File: src/rtl/partition_engine.sv
`default_nettype none
// ============================================================================
// Module   : partition_engine
// Purpose  : Lomuto partition of array sub-range [lo_ind, hi_ind] around the
//            pivot at hi_ind, one compare/swap per clock, start/done handshake.
// Revision : 1.0 - initial release
// ============================================================================
module partition_engine #(
  parameter int DATA_W = 4,
  parameter int DEPTH  = 4,
  parameter int IDX_W  = (DEPTH > 1 ? $clog2(DEPTH) : 1)
) (
  input  logic                    clock,
  input  logic                    reset,
  input  logic                    start,
  input  logic                    descend,
  input  logic [DEPTH*DATA_W-1:0] array_in,
  input  logic [IDX_W-1:0]        lo_ind,
  input  logic [IDX_W-1:0]        hi_ind,
  output logic [DEPTH*DATA_W-1:0] array_out,
  output logic [IDX_W-1:0]        pivot_ind,
  output logic [DATA_W-1:0]       pivot_val,
  output logic                    busy,
  output logic                    done,
  output logic                    error
);

  typedef enum logic [1:0] {
    IDLE  = 2'd0,
    SCAN  = 2'd1,
    FINAL = 2'd2
  } state_t;

  state_t state_q, state_d;

  // Working buffer and scan bookkeeping
  logic [DATA_W-1:0] elem_q [DEPTH];
  logic [DATA_W-1:0] elem_d [DEPTH];
  logic [DATA_W-1:0] in_elem [DEPTH];
  logic [IDX_W-1:0]  i_q, i_d;
  logic [IDX_W-1:0]  j_q, j_d;
  logic [IDX_W-1:0]  hi_q, hi_d;
  logic [DATA_W-1:0] pivot_q, pivot_d;
  logic              desc_q, desc_d;
  // An invalid range still answers one cycle after start, without going busy
  logic              err_pend_q, err_pend_d;

  // Registered outputs
  logic [DEPTH*DATA_W-1:0] array_out_q, array_out_d;
  logic [IDX_W-1:0]        pivot_ind_q, pivot_ind_d;
  logic [DATA_W-1:0]       pivot_val_q, pivot_val_d;
  logic                    busy_q, busy_d;
  logic                    done_q, done_d;
  logic                    error_q, error_d;

  logic             range_valid;
  logic             take;
  logic             load_out;
  logic [IDX_W-1:0] j_next;

  // Unpack the input array and qualify the requested range
  always_comb begin
    for (int k = 0; k < DEPTH; k++) begin
      in_elem[k] = array_in[k*DATA_W +: DATA_W];
    end
    range_valid = (lo_ind <= hi_ind) && (32'(hi_ind) < DEPTH);
  end

  // Next-state, datapath update and output staging
  always_comb begin
    state_d     = state_q;
    elem_d      = elem_q;
    i_d         = i_q;
    j_d         = j_q;
    hi_d        = hi_q;
    pivot_d     = pivot_q;
    desc_d      = desc_q;
    err_pend_d  = 1'b0;
    array_out_d = array_out_q;
    pivot_ind_d = pivot_ind_q;
    pivot_val_d = pivot_val_q;
    busy_d      = busy_q;
    done_d      = 1'b0;
    error_d     = 1'b0;
    load_out    = 1'b0;
    j_next      = j_q + IDX_W'(1);
    take        = desc_q ? (elem_q[j_q] >= pivot_q) : (elem_q[j_q] <= pivot_q);

    case (state_q)
      IDLE: begin
        busy_d = 1'b0;
        if (err_pend_q) begin
          // Report the rejected request; buffer holds the untouched input
          done_d      = 1'b1;
          error_d     = 1'b1;
          load_out    = 1'b1;
          pivot_ind_d = '0;
          pivot_val_d = '0;
        end else if (start) begin
          elem_d = in_elem;
          if (range_valid) begin
            pivot_d = in_elem[hi_ind];
            i_d     = lo_ind;
            j_d     = lo_ind;
            hi_d    = hi_ind;
            desc_d  = descend;
            busy_d  = 1'b1;
            state_d = (lo_ind < hi_ind) ? SCAN : FINAL;
          end else begin
            err_pend_d = 1'b1;
          end
        end
      end

      SCAN: begin
        // Compare and swap complete in one cycle; i==j degenerates to a no-op
        if (take) begin
          elem_d[i_q] = elem_q[j_q];
          elem_d[j_q] = elem_q[i_q];
          i_d         = i_q + IDX_W'(1);
        end
        j_d = j_next;
        if (j_next == hi_q) begin
          state_d = FINAL;
        end
      end

      FINAL: begin
        // Drop the pivot into its final slot and publish the result
        elem_d[i_q]  = elem_q[hi_q];
        elem_d[hi_q] = elem_q[i_q];
        load_out     = 1'b1;
        pivot_ind_d  = i_q;
        pivot_val_d  = pivot_q;
        done_d       = 1'b1;
        busy_d       = 1'b0;
        state_d      = IDLE;
      end

      default: begin
        state_d = IDLE;
        busy_d  = 1'b0;
      end
    endcase

    if (load_out) begin
      for (int k = 0; k < DEPTH; k++) begin
        array_out_d[k*DATA_W +: DATA_W] = elem_d[k];
      end
    end
  end

  // State and datapath registers with synchronous reset
  always_ff @(posedge clock) begin
    if (reset) begin
      state_q     <= IDLE;
      for (int k = 0; k < DEPTH; k++) begin
        elem_q[k] <= '0;
      end
      i_q         <= '0;
      j_q         <= '0;
      hi_q        <= '0;
      pivot_q     <= '0;
      desc_q      <= 1'b0;
      err_pend_q  <= 1'b0;
      array_out_q <= '0;
      pivot_ind_q <= '0;
      pivot_val_q <= '0;
      busy_q      <= 1'b0;
      done_q      <= 1'b0;
      error_q     <= 1'b0;
    end else begin
      state_q     <= state_d;
      elem_q      <= elem_d;
      i_q         <= i_d;
      j_q         <= j_d;
      hi_q        <= hi_d;
      pivot_q     <= pivot_d;
      desc_q      <= desc_d;
      err_pend_q  <= err_pend_d;
      array_out_q <= array_out_d;
      pivot_ind_q <= pivot_ind_d;
      pivot_val_q <= pivot_val_d;
      busy_q      <= busy_d;
      done_q      <= done_d;
      error_q     <= error_d;
    end
  end

  assign array_out = array_out_q;
  assign pivot_ind = pivot_ind_q;
  assign pivot_val = pivot_val_q;
  assign busy      = busy_q;
  assign done      = done_q;
  assign error     = error_q;

endmodule
`default_nettype wire

File: config.mk
export PLATFORM = sky130hd
export DESIGN_NAME = partition_engine
export DESIGN_NICKNAME = d
export VERILOG_FILES = /design/src/rtl/partition_engine.sv
export SDC_FILE = /design/constraint.sdc
export NUM_CORES = 1
export LEC_CHECK = 0
export ABC_CLOCK_PERIOD_IN_PS = 5840
export CORE_MARGIN = 5
export CORE_UTILIZATION = 59
export CTS_CLUSTER_DIAMETER = 150
export DETAILED_ROUTE_END_ITERATION = 8
export PLACE_DENSITY = 0.92
export SLEW_MARGIN = 40
export SYNTH_ARGS = -nofsm -noshare
export SYNTH_HDL_FRONTEND = slang
export SYNTH_SLANG_ARGS = --single-unit
File: constraint.sdc
create_clock -name clock -period 5.84 [get_ports clock]
set_input_delay 0.876 -clock clock [delete_from_list [all_inputs] [get_ports clock]]
set_output_delay 0.876 -clock clock [all_outputs]
set_load 0.1 [all_outputs]
Word level (Yosys, flattened, before mapping)

Index checks and enable logic that the tools add are counted.

$add $sub $neg: 2
Reduce and logical (&&, ||, !) cells: 13
Bitwise logic cells: 7
Equal/unequal tests: 9
Magnitude comparators: 11
Muxes and demuxes: 50

Operators by type and width:

| operator              | number |
|---|---|
| $bwmux W16            | 4 |
| $mux W16              | 3 |
| $mux W4               | 12 |
| $pmux W16 S3          | 1 |
| $bmux W4 S2           | 4 |
| $demux W4 S2          | 3 |
| $mux W2               | 10 |
| $pmux W2 S2           | 4 |
| $ge A3 B3 Y1 const B  | 4 |
| $ne A2 B2 Y1 const B  | 6 |
| $not A2 Y3            | 4 |
| $reduce_and A4 Y1     | 3 |
| $lt A3 B1 Y1 const B  | 3 |
| $pmux W4 S2           | 1 |
| $mux W1               | 6 |
| $reduce_and A5 Y1     | 1 |
| $add A2 B1 Y2 const B | 2 |
| $ge A4 B4 Y1          | 1 |
| $le A4 B4 Y1          | 1 |
| $pmux W1 S2           | 2 |
| $reduce_bool A2 Y1    | 2 |
| $reduce_or A4 Y1      | 1 |
| $logic_and A1 B1 Y1   | 3 |
| $not A1 Y1            | 3 |
| other kinds (8)       | 8 |

Register bits: 55
Bits of input ports: 24
Output and inout port bits: 25

Longest topological paths before layout

Gate-level depths: netlist (run 1).

Word-level depth: 9
Mapped depth: 13

Worst setup path after synthesis (run 1)

No wires, ideal clock.

Path type: register to register
Start: reg j_q[0]
End: reg i_q[0]
Setup slack: 2.523 ns
Arrival time: 3.221 ns
Library setup time: 0.095 ns
Required time: 5.745 ns
Stages on the path, launching flop included: 12
Period minus slack after synthesis: 3.317 ns
Cells stage by stage: dfxtp_1 clkbuf_1 clkbuf_1 nor2b_1 nor2_1 a21oi_1 ha_1 and4b_4 or4_4 and4_4 or4_1 a221oi_1

Longest elaborated chain between the ends: 8

Ends and longest elaborated chain:

| element                                      | line | RTL |
|---|---|---|
| start, declared                              | 41   | `logic [IDX_W-1:0] j_q, j_d;` |
| start signal, assigned                       | 176  | `j_q <= j_d;` |
| $not A2 Y3 (implied by the code) *           | 87   | `take = desc_q ? (elem_q[j_q] >= pivot_q) : (elem_q[j_q] <= pivot_q);` |
| $bmux W4 S2 *                                | 87   |  |
| $mux W4 (implied by the code) * (2 in a row) | 87   |  |
| $le A4 B4 Y1 or $ge A4 B4 Y1 (tied branches) | 87   |  |
| $mux W1 *                                    | 87   |  |
| $ne A2 B2 Y1 (no source line) *              | n/a  |  |
| $reduce_and A5 Y1 (no source line) *         | n/a  |  |
| end signal, assigned                         | 175  | `i_q <= i_d;` |
| end, declared                                | 40   | `logic [IDX_W-1:0] i_q, i_d;` |

Every way passes the cells marked *; elsewhere a longest branch is shown, timed or not. The select of a mux whose other input is x is not followed.
A chain may end at the register's enable or synchronous reset.

Worst setup path after layout (run 1)

Same ends and word-level chain as after synthesis.

==> Flow_metrics.wiki, run 1 <==
{| class="wikitable"
! Metric !! Value
|-
| Fraction of synthesized cell area taken by the top area cell type || 0.255
|-
| Sw Ratio || 0.519
|-
| Cells after Synth || 571
|-
| Insertion delay to the later sink of the worst-skew pair || 310 ps
|-
| Leading cell types by count after synthesis || nand2_1, dfxtp_1, nor2_1
|-
| Clock share of power || 0.122
|-
| Worst path buffer plus inverter count || 0
|-
| Post-CTS Setup Inserts || 0
|-
| Vias in the first global route || 4259
|-
| Clk sinks || 55
|-
| Grt ovf || 0
|-
| Global router's overall resource usage || 0.315
|-
| Crit path max-delay family || simple AND/OR/NAND/NOR gates
|-
| Average wire per cell in the routed design || 21.3 um
|-
| RSZ-0062 raised after global routing || no
|-
| Most frequently used flop master after synthesis || dfxtp_1
|-
| Crit path kind || reg -> reg
|-
| Maximum cell stage delay along the critical path || 760 ps
|-
| Syn Std Cell Area || 0.00432 mm^2
|-
| Path class of the lowest-slack min-delay path || reg -> reg
|-
| Synth cell types || 61
|-
| Via count || 4653
|-
| Headroom to the max-slew limit || 0.453
|-
| Count of boundary I/O pins || 49
|-
| Register share of total power || 0.318
|-
| Final worst slack || 2160 ps
|-
| Worst-path cell chain || mux4_2 -> ha_1 -> and4b_4 -> or4_4 -> and4_4 -> or4_1 -> a221oi_1
|-
| Count of synthesis-stage warnings from yosys || 0
|-
| H-Tree Level Count || 2
|-
| Effective utilization at floorplan || 0.602
|-
| Flop and latch count out of synthesis || 55
|-
| Max Root-Sink Buffers || 2
|-
| Total number of nets in the final design || 617
|-
| Area of all placed cells without fillers || 0.00473 mm^2
|-
| Clock transition at the registers of the reported paths || 100 ps
|-
| Number of antenna violations at the first check in global routing || 0
|-
| Die Width || 95.6 um
|-
| Met2 track demand over resource in global routing || 0.495
|-
| Drt pass-1 iters || 6
|-
| Maximum number of pins on one net before global-route repair || 56
|-
| Mean area per synthesized cell || 7.56 um^2
|-
| Total Die Area || 0.00913 mm^2
|-
| Placed Instance Area || 0.00465 mm^2
|-
| Clock tree root buffer cell || clkbuf_8
|-
| Ratio of cells with drive above 1 in the final layout || 0.129
|-
| Internal power || 834 uW
|-
| Number of remaining DRC errors || 0
|-
| Net switching power of the design || 902 uW
|-
| Total wire length || 14500 um
|-
| Diode insertion count for antenna repair || 0
|-
| Wire length of the first global-routing pass || 22400 um
|-
| Reg2Reg Setup Slack || 2160 ps
|-
| Worst Setup SP || j_q[0]
|-
| Maximum fanout count along the critical path || 31
|-
| Capturing element type of the critical path || flop
|-
| Startpoint of the worst-slack reg-to-reg timing path || j_q[0]
|-
| Startpoint of the tightest hold check path || busy
|-
| Setup violators final || 0
|-
| Minimum clock period after layout || 3680 ps
|-
| Number of core rows || 31
|-
| Area inside the core boundary || 0.00718 mm^2
|-
| Peak supply drop || 265 uV
|-
| M3 GR Usage || 0.0671
|-
| Combinational share of power || 0.560
|-
| Placer Congestion || 1.05
|-
| Asr flop ratio synth || 0
|-
| Worst slack at placement || 2070 ps
|-
| Max Fclk || 272 MHz
|-
| Worst Hold Slack || 497 ps
|-
| Critical path data required time || 6050 ps
|-
| Most congested layer reported by global routing || met2
|-
| Total power divided by cell area || 367 mW/mm^2
|-
| Number of buffers inserted during clock tree synthesis || 5
|-
| CP Launch Type || flop
|-
| Quantity of hold-fixing buffers added after cts || 0
|-
| HPWL after detailed placement || 10400 um
|-
| Area contributors post-synth || dfxtp_1, nand2_1, a21oi_1, a211oi_1, nor2_1
|-
| Max-Cap Viols || 0
|-
| Leakage Power || 1.76 nW
|-
| Number of hold violations in the final report || 0
|-
| Final antenna-violating net count || 0
|-
| Most common cell in the netlist || nand2_1
|-
| Die H || 95.6 um
|-
| Number of vias per cell after detailed routing || 6.85
|-
| Clock tree from TritonCTS || built
|-
| Post_cts resized || 0
|-
| Critical-path cell with the highest stage delay || dfxtp_2
|-
| Post-route setup TNS || 0 ps
|-
| First-iteration detailed-routing DRC count || 685
|-
| Cell taking the most area after synthesis || dfxtp_1
|-
| Status || finished, final reports clean
|-
| Transition time at the pin with the least slew margin || 818 ps
|-
| Crit path DAT || 3890 ps
|-
| Met1 layer usage reported by global route || 0.419
|-
| Layout-stage area growth over the synthesis result || 9.59%
|-
| Number of flops mapped to enable cells by yosys || 0
|-
| Final Slew Violations || 0
|-
| Setup clock skew after layout || 6.40 ps
|-
| Sequential element share of the synthesized area || 0.255
|-
| Share of the cycle needed by the critical path after routing || 0.630
|-
| Count of input and output buffers || 48
|-
| Synthesized net count || 609
|}
-- kinds of logic after synthesis --
logic type / Yosys count / synth area share
AND/OR/NAND/NOR: 204 / 0.227
XOR/XNOR: 2 / 0.00406
flip-flops: 55 / 0.255
adder cells (fa/ha/maj): 14 / 0.0406
multiplexers: 38 / 0.107
AO/OA/AOI/OAI: 190 / 0.307
buffers and inverters: 68 / 0.0600
-- worst paths after layout --
kind / endpoint / depth (start not counted)
worst min register to register: busy / 2
worst min-delay path: busy / 2
worst max register to register: i_q[0] / 7
worst max-delay path: i_q[0] / 7
-- cell usage in the layout, fill, tap and decap left out, types with 11 or more instances in the layout --
| master | n |
|---|---|
| a211oi_1 | 29 |
| a21oi_1 | 50 |
| a22oi_1 | 14 |
| a311oi_1 | 15 |
| buf_2 | 25 |
| clkdlybuf4s50_1 | 22 |
| dfxtp_1 | 53 |
| ha_1 | 14 |
| inv_1 | 15 |
| mux2_2 | 15 |
| mux2i_1 | 18 |
| nand2_1 | 76 |
| nor2_1 | 51 |
| nor2b_1 | 24 |
| o21ai_0 | 15 |
| o221ai_1 | 11 |
-- metrics by stage --
stage	instances	total power [mW]	util
after global routing	679	1.82	0.660
after CTS	679	1.71	0.659
after detailed placement	671	1.50	0.648
final	679	1.74	0.660
after global placement	671	1.49	0.663
after floorplan	571	1.26	-
-- worst min-delay path: stages (launching register included) --
cell,delay (ps)
dfxtp_1,320
nand2_1,60
a21oi_1,70
-- final cells by class --
cell class | count | area (um^2)
clock buffer | 6 | 72.6
clock inverter | 2 | 12.5
fill | 613 | 2440
inverter | 16 | 60.1
multi-input combinational | 448 | 2970
sequential | 55 | 1100
tap | 99 | 124
timing repair buffer | 53 | 390
-- sequential cells by signal (all words and copies together), names as in the netlist --
| signal | flops |
|---|---|
| array_out | 16 |
| elem_q | 16 |
| pivot_q | 4 |
| pivot_val | 4 |
| hi_q | 2 |
| i_q | 2 |
| j_q | 2 |
| pivot_ind | 2 |
| state_q | 2 |
| busy | 1 |
| desc_q | 1 |
| done | 1 |
| err_pend_q | 1 |
| error | 1 |
-- routing by layer --
metal / part of all wire / routed length, um
met2: 0.44 / 6420
met4: 0.038 / 543
met3: 0.12 / 1750
met5: 0 / 0
met1: 0.40 / 5750
-- power groups by stage --
| stage | combinational [mW] | sequential [mW] | clock [mW] |
|---|---|---|---|
| 6_report | 0.973 | 0.551 | 0.212 |
| 3_3_place_gp | 0.940 | 0.550 | 0 |
| 3_5_place_dp | 0.945 | 0.553 | 0 |
| 4_1_cts | 0.948 | 0.544 | 0.216 |
| 2_1_floorplan | 0.604 | 0.654 | 0 |
| 5_1_grt | 1.03 | 0.559 | 0.233 |
No activity file was read; power rests on OpenSTA's default activity.
==> run 2: changes to the inputs <==
--- a/config.mk
+++ b/config.mk
@@ -5,12 +5,12 @@
 export SDC_FILE = /design/constraint.sdc
 export NUM_CORES = 1
 export LEC_CHECK = 0
-export ABC_CLOCK_PERIOD_IN_PS = 5840
+export ABC_CLOCK_PERIOD_IN_PS = 3100
 export CORE_MARGIN = 5
-export CORE_UTILIZATION = 59
+export CORE_UTILIZATION = 52
 export CTS_CLUSTER_DIAMETER = 150
 export DETAILED_ROUTE_END_ITERATION = 8
-export PLACE_DENSITY = 0.92
+export PLACE_DENSITY = 0.87
 export SLEW_MARGIN = 40
 export SYNTH_ARGS = -nofsm -noshare
 export SYNTH_HDL_FRONTEND = slang
==> constraint.sdc (replaced) <==
create_clock -name clock -period 3.1 [get_ports clock]
set_input_delay 0.465 -clock clock [delete_from_list [all_inputs] [get_ports clock]]
set_output_delay 0.465 -clock clock [all_outputs]
set_load 0.1 [all_outputs]
==> run 2 against run 1 <==
Core utilization down 1.1 points. Non-clock buffer count rose by 47. Flip-flop and latch count unchanged. Largest power group unchanged. Critical path depth rose by 3.
==> Flow_metrics.wiki, run 2 (synthesized netlist as in run 1, its figures left out) <==
{| class="wikitable"
! Metric !! Value
|-
| Insertion delay to the later sink of the worst-skew pair || 330 ps (+20 ps)
|-
| Worst reg2reg path depth || 10 (+3)
|-
| Leading cell type in the layout, fill and taps excluded || nand2_1
|-
| Effective utilization at floorplan || 0.531 (-0.0709)
|-
| Max Fclk || 331 MHz (+22%)
|-
| Placer Congestion || 1.02 (-3.5%)
|-
| RSZ-0062 raised after global routing || no
|-
| Setup clock skew after layout || 17.4 ps (+11.0 ps)
|-
| Final standard cell utilization of the core || 0.649 (-0.0105)
|-
| Via count || 4990 (+7.2%)
|-
| Minimum clock period after layout || 3020 ps (-658 ps)
|-
| Total number of nets in the final design || 664 (+7.6%)
|-
| Peak supply drop || 482 uV (+82%)
|-
| Max-Cap Viols || 0 (unchanged)
|-
| Most frequent CP cell || or4_4
|-
| Number of core rows || 33 (+6.5%)
|-
| Total power divided by cell area || 702 mW/mm^2 (+91%)
|-
| Total Die Area || 0.0102 mm^2 (+12%)
|-
| CP Launch Type || flop
|-
| Path class of the lowest-slack min-delay path || reg -> reg
|-
| Number of antenna violations at the first check in global routing || 0 (unchanged)
|-
| Most frequent cells in the layout || nand2_1, buf_4, dfxtp_1, nor2_1, a21oi_1
|-
| Diode insertion count for antenna repair || 0 (unchanged)
|-
| Die Width || 101 um (+5.8%)
|-
| Number of buffers inserted during clock tree synthesis || 5 (unchanged)
|-
| Crit path DAT || 3270 ps (-620 ps)
|-
| Post-route setup TNS || 0 ps (unchanged)
|-
| Clock tree root buffer cell || clkbuf_8
|-
| Overall power after layout || 3.71 mW (+110%)
|-
| Die H || 101 um (+5.8%)
|-
| Quantity of hold-fixing buffers added after cts || 0 (unchanged)
|-
| Capturing element type of the critical path || flop
|-
| Clk sinks || 55 (unchanged)
|-
| Final Slew Violations || 0 (unchanged)
|-
| H-Tree Level Count || 2 (unchanged)
|-
| Critical path data required time || 3350 ps (-2700 ps)
|-
| Ratio of cells with drive above 1 in the final layout || 0.220 (+0.0908)
|-
| Setup violators final || 0 (unchanged)
|-
| Headroom to the max-slew limit || 0.457 (+0.00355)
|-
| Capturing instance or port of the critical path || i_q[0]
|-
| Number of vias per cell after detailed routing || 6.82 (-0.52%)
|-
| RR Endpoint || i_q[0]
|-
| Worst-path cell chain || buf_6 -> mux2_4 -> nor2_2 -> a21oi_1 -> ha_1 -> and3_4 -> or4_4 -> and4_4 -> or4_4 -> a221oi_2
|-
| Final antenna-violating net count || 0 (unchanged)
|-
| HPWL after detailed placement || 12500 um (+20%)
|-
| Maximum number of pins on one net before global-route repair || 56 (unchanged)
|-
| Worst Setup SP || j_q[0]
|-
| Clock tree from TritonCTS || built
|-
| Wire length of the first global-routing pass || 25800 um (+16%)
|-
| Transition time at the pin with the least slew margin || 815 ps (-3.35 ps)
|-
| Vias in the first global route || 4771 (+12%)
|-
| Layout-stage area growth over the synthesis result || 22.2%
|-
| Worst Hold Slack || 484 ps (-13.4 ps)
|-
| Reg2Reg Setup Slack || 80 ps (-2080 ps)
|-
| First-iteration detailed-routing DRC count || 650 (-5.1%)
|-
| Leakage Power || 2.03 nW (+15%)
|-
| Area inside the core boundary || 0.00813 mm^2 (+13%)
|-
| Max Root-Sink Buffers || 2 (unchanged)
|-
| Drt pass-1 iters || 6 (unchanged)
|-
| Maximum fanout count along the critical path || 7 (-77%)
|-
| Count of boundary I/O pins || 49 (unchanged)
|-
| Status || finished, final reports clean
|-
| Number of hold violations in the final report || 0 (unchanged)
|-
| Average wire per cell in the routed design || 23.0 um (+8.2%)
|-
| Critical-path cell with the highest stage delay || or4_4
|-
| Grt ovf || 0 (unchanged)
|-
| Share of the cycle needed by the critical path after routing || 0.974 (+0.344)
|-
| Global router's overall resource usage || 0.324 (+0.00917)
|-
| Startpoint of the worst-slack reg-to-reg timing path || j_q[0]
|-
| Clock transition at the registers of the reported paths || 120 ps (+20 ps)
|-
| Number of remaining DRC errors || 0 (unchanged)
|-
| Crit path kind || reg -> reg
|-
| Count of input and output buffers || 48 (unchanged)
|-
| Maximum cell stage delay along the critical path || 510 ps (-250 ps)
|-
| Total wire length || 16900 um (+17%)
|}
[run 2: cell count changes in the layout (fill, tap and decap cells not counted), moves of 2 or more]
cell	before	now
buf_4	6	75
buf_2	25	0
a311oi_1	15	11
a311oi_2	0	4
buf_6	0	3
nor2_1	51	48
a21oi_1	50	48
a21oi_2	0	2
mux2_2	15	13
mux2_4	0	2
nor2_2	0	2
[run 2: repair_timing]
item | in CTS | in global routing
gates resized for setup | 5 | 22
setup endpoints to repair | 9 | 18
setup buffers | 1 | 3
pin swaps | 2 | 13
[run 2: layout make-up]
type                            count  area (um^2)
Clock inverter                      3         33.8
Sequential cell                    55         1100
Fill cell                         731         2850
Timing Repair Buffer              100          817
Tap cell                          105          131
Inverter                           16         60.1
Multi-Input combinational cell    448         3070
Clock buffer                        5         68.8
[run 2: layer usage]
layer  track usage  part of all wire  vias to the layer above
li1              -                 -                     2228
met1         0.413              0.38                     2347
met2         0.512              0.45                      345
met3        0.0895              0.11                       70
met4         0.143             0.049                        0
met5             0                 0                        -
[run 2: critical path: cells and delay by family, from the launching register on]
family	cells	cell delay, ps
and+or+nand+nor	5	1460
AOI/OAI and AO/OA	2	320
buffers and inverters	1	140
adders and majority gates	1	330
muxes	1	310
DFF	1	380
[run 2: per-stage QoR]
step / setup WS, ps / std cells / area [um^2]
after floorplan: 0.153 / 571 / 4330
after global placement: 2.58 / 720 / 5020
after detailed placement: -91.4 / 720 / 5030
after CTS: 34.2 / 729 / 5160
after global routing: 34.8 / 732 / 5280
final: 80.1 / 732 / 5280
[run 2: worst min path at each step]
stage | from | end | slack, ps | depth (start not counted)
final | busy | busy | 480 | 2
after global routing | busy | busy | 520 | 2
after CTS | busy | busy | 490 | 2
after detailed placement | busy | busy | 470 | 2
after global placement | busy | busy | 450 | 2
after floorplan | err_pend_q | error | 480 | 1
[run 2: where the power goes]
| part | internal (mW) | leakage (nW) | total, mW | switching (mW) |
|---|---|---|---|---|
| logic | 0.820 | 1.53 | 2.32 | 1.50 |
| registers | 0.822 | 0.450 | 0.936 | 0.113 |
| clock network | 0.171 | 0.0515 | 0.456 | 0.285 |
| total | 1.81 | 2.03 | 3.71 | 1.89 |
==> run 3: changes to the inputs <==
--- a/config.mk
+++ b/config.mk
@@ -7,11 +7,11 @@
 export LEC_CHECK = 0
 export ABC_CLOCK_PERIOD_IN_PS = 3100
 export CORE_MARGIN = 5
-export CORE_UTILIZATION = 52
+export CORE_UTILIZATION = 23
 export CTS_CLUSTER_DIAMETER = 150
 export DETAILED_ROUTE_END_ITERATION = 8
-export PLACE_DENSITY = 0.87
-export SLEW_MARGIN = 40
+export GPL_ROUTABILITY_DRIVEN = 0
+export PLACE_DENSITY = 0.5
 export SYNTH_ARGS = -nofsm -noshare
 export SYNTH_HDL_FRONTEND = slang
 export SYNTH_SLANG_ARGS = --single-unit
==> run 3 against run 2 <==
Via count is 2.0% lower. Wire length is 4.8% higher. Largest power group unchanged. First-iteration DRC count is 2.2% lower. Flip-flop and latch count stayed put. Clock power is 39% higher. Final cell count is 18% higher. Clock-buffer cell count stayed put. Hold slack worse by 7.8 ps. Register-to-register slack hardly changed. Non-clock buffer count is 1 higher. Critical path depth stayed put. Die area is 110% higher.
==> Flow_metrics.wiki, run 3 (synthesized netlist as in run 1, its figures left out) <==
{| class="wikitable"
! Metric !! Value
|-
| Met2 track demand over resource in global routing || 0.243 (-0.269)
|-
| Post-route setup TNS || 0 ps (unchanged)
|-
| Max Fclk || 331 MHz (about the same)
|-
| Setup violators final || 0 (unchanged)
|-
| Vias in the first global route || 4618 (-3.2%)
|-
| Transition time at the pin with the least slew margin || 1050 ps (+236 ps)
|-
| M3 GR Usage || 0.0219 (-0.0676)
|-
| Drt pass-1 iters || 6 (unchanged)
|-
| Met1 layer usage reported by global route || 0.219 (-0.195)
|-
| Worst slack at placement || -173 ps (-81.6 ps)
|-
| Maximum number of pins on one net before global-route repair || 56 (unchanged)
|-
| Total Die Area || 0.0216 mm^2 (+110%)
|-
| Count of input and output buffers || 48 (unchanged)
|-
| Total wire length || 17700 um (+4.8%)
|-
| Number of filler instances in the final layout || 1983 (+170%)
|-
| Share of the cycle needed by the critical path after routing || 0.974 (about the same)
|-
| Effective utilization at floorplan || 0.232 (-0.299)
|-
| Clock transition at the registers of the reported paths || 80 ps (-40 ps)
|-
| H-Tree Level Count || 2 (unchanged)
|-
| Clk sinks || 55 (unchanged)
|-
| Leakage Power || 2.05 nW (+0.99%)
|-
| HPWL after detailed placement || 13600 um (+8.4%)
|-
| Number of hold violations in the final report || 0 (unchanged)
|-
| Startpoint of the tightest hold check path || busy
|-
| Clock tree from TritonCTS || built
|-
| Area inside the core boundary || 0.0186 mm^2 (+130%)
|-
| Startpoint of the worst-slack reg-to-reg timing path || j_q[0]
|-
| Die H || 147 um (+45%)
|-
| Most frequent cells in the layout || nand2_1, buf_4, dfxtp_1, nor2_1, a21oi_1
|-
| Crit path kind || reg -> reg
|-
| Worst reg2reg path depth || 10 (unchanged)
|-
| Quantity of hold-fixing buffers added after cts || 0 (unchanged)
|-
| Clock tree root buffer cell || clkbuf_16
|-
| Most congested layer reported by global routing || met2
|-
| Maximum fanout count along the critical path || 13 (+6)
|-
| Number of vias per cell after detailed routing || 5.67 (-17%)
|-
| Peak supply drop || 292 uV (-40%)
|-
| Path class of the lowest-slack min-delay path || reg -> reg
|-
| Wire length of the first global-routing pass || 26900 um (+4.0%)
|-
| Via count || 4891 (-2.0%)
|-
| Ratio of cells with drive above 1 in the final layout || 0.204 (-0.0163)
|-
| Setup clock skew after layout || 6.63 ps (-10.8 ps)
|-
| Max-Cap Viols || 0 (unchanged)
|-
| Number of core rows || 50 (+52%)
|-
| Reg2Reg Setup Slack || 80 ps (about the same)
|-
| Minimum clock period after layout || 3020 ps (-0.518 ps)
|-
| Layout-stage area growth over the synthesis result || 26.1%
|-
| RR Endpoint || i_q[0]
|-
| First-iteration detailed-routing DRC count || 636 (-2.2%)
|-
| Average wire per cell in the routed design || 20.5 um (-11%)
|-
| CP Launch Type || flop
|-
| Total power divided by cell area || 704 mW/mm^2 (+0.30%)
|-
| Capturing element type of the critical path || flop
|-
| Max Root-Sink Buffers || 2 (unchanged)
|-
| Crit path DAT || 3250 ps (-20 ps)
|-
| Critical path data required time || 3330 ps (-20 ps)
|-
| Die Width || 147 um (+45%)
|-
| Cell count of the worst hold path || 2 (unchanged)
|-
| Grt ovf || 0 (unchanged)
|-
| Final antenna-violating net count || 0 (unchanged)
|-
| Headroom to the max-slew limit || 0.299 (-0.157)
|-
| Insertion delay to the later sink of the worst-skew pair || 310 ps (-20 ps)
|-
| Number of remaining DRC errors || 0 (unchanged)
|-
| Global router's overall resource usage || 0.157 (-0.168)
|-
| Count of boundary I/O pins || 49 (unchanged)
|-
| Diode insertion count for antenna repair || 0 (unchanged)
|-
| Destination of the worst hold path || busy
|-
| Status || finished, final reports clean
|-
| Final Slew Violations || 0 (unchanged)
|-
| Number of buffers inserted during clock tree synthesis || 5 (unchanged)
|-
| Final worst slack || 80.7 ps (+0.518 ps)
|-
| Post-CTS Setup Inserts || 0 (-1)
|-
| Total number of nets in the final design || 665 (+0.15%)
|-
| Number of antenna violations at the first check in global routing || 0 (unchanged)
|}
## run 3: timing repair
action | 4_1_cts | 5_1_grt
pin swaps | 0 | 4
endpoints found under the setup margin | 29 | 13
gates resized for setup | 3 | 11
## run 3: metal layers
| layer | share of wire | routed length (um) |
|---|---|---|
| met4 | 0.041 | 728 |
| met5 | 0 | 0 |
| met2 | 0.45 | 7940 |
| met1 | 0.44 | 7830 |
| met3 | 0.066 | 1170 |
## run 3: cell type report
type | count | area, um^2 | area share
tap | 234 | 293 | 0.0537
inverter | 16 | 60.1 | 0.0110
clock inverter | 3 | 33.8 | 0.00620
multi-input combinational | 448 | 3010 | 0.552
clock buffer | 5 | 125 | 0.0230
sequential | 55 | 1100 | 0.203
timing repair buffer | 101 | 822 | 0.151
## run 3: power by group
group | switching, mW | internal (mW) | total (mW) | leakage, nW
Sequential | 0.137 | 0.823 | 0.960 | 0.451
Combinational | 1.44 | 0.805 | 2.24 | 1.52
Clock | 0.321 | 0.313 | 0.633 | 0.0772
## run 3: through the flow
step / power [mW] / hold slack (ps) / utilization / std cells / area (um^2)
finish: 3.84 / 476 / 0.293 / 862 / 5450
global route: 4.02 / 502 / 0.293 / 862 / 5450
CTS: 3.75 / 480 / 0.290 / 862 / 5390
detailed placement: 3.11 / 466 / 0.281 / 854 / 5220
global placement: 3.11 / 455 / 0.281 / 854 / 5220
floorplan: 2.38 / 478 / - / 571 / 4330
## run 3: how the worst max path moves through the flow
stage,to,cells after the start,from,slack [ps]
final,i_q[0],10,j_q[0],80
after global routing,array_out[14],12,j_q[0],-0.5
after CTS,array_out[1],9,j_q[0],4
after detailed placement,i_q[0],9,j_q[0],-170
after global placement,i_q[0],9,j_q[0],-20
after floorplan,i_q[0],10,j_q[0],0.2
## run 3: worst max-delay path, stage by stage, from the launching register on
cell	delay (ps)
dfxtp_4	390
buf_8	150
and2_1	160
nor2_2	110
a21oi_1	80
ha_1	340
and4b_4	220
or4_4	510
and4_4	210
or4_1	520
a221oi_2	240
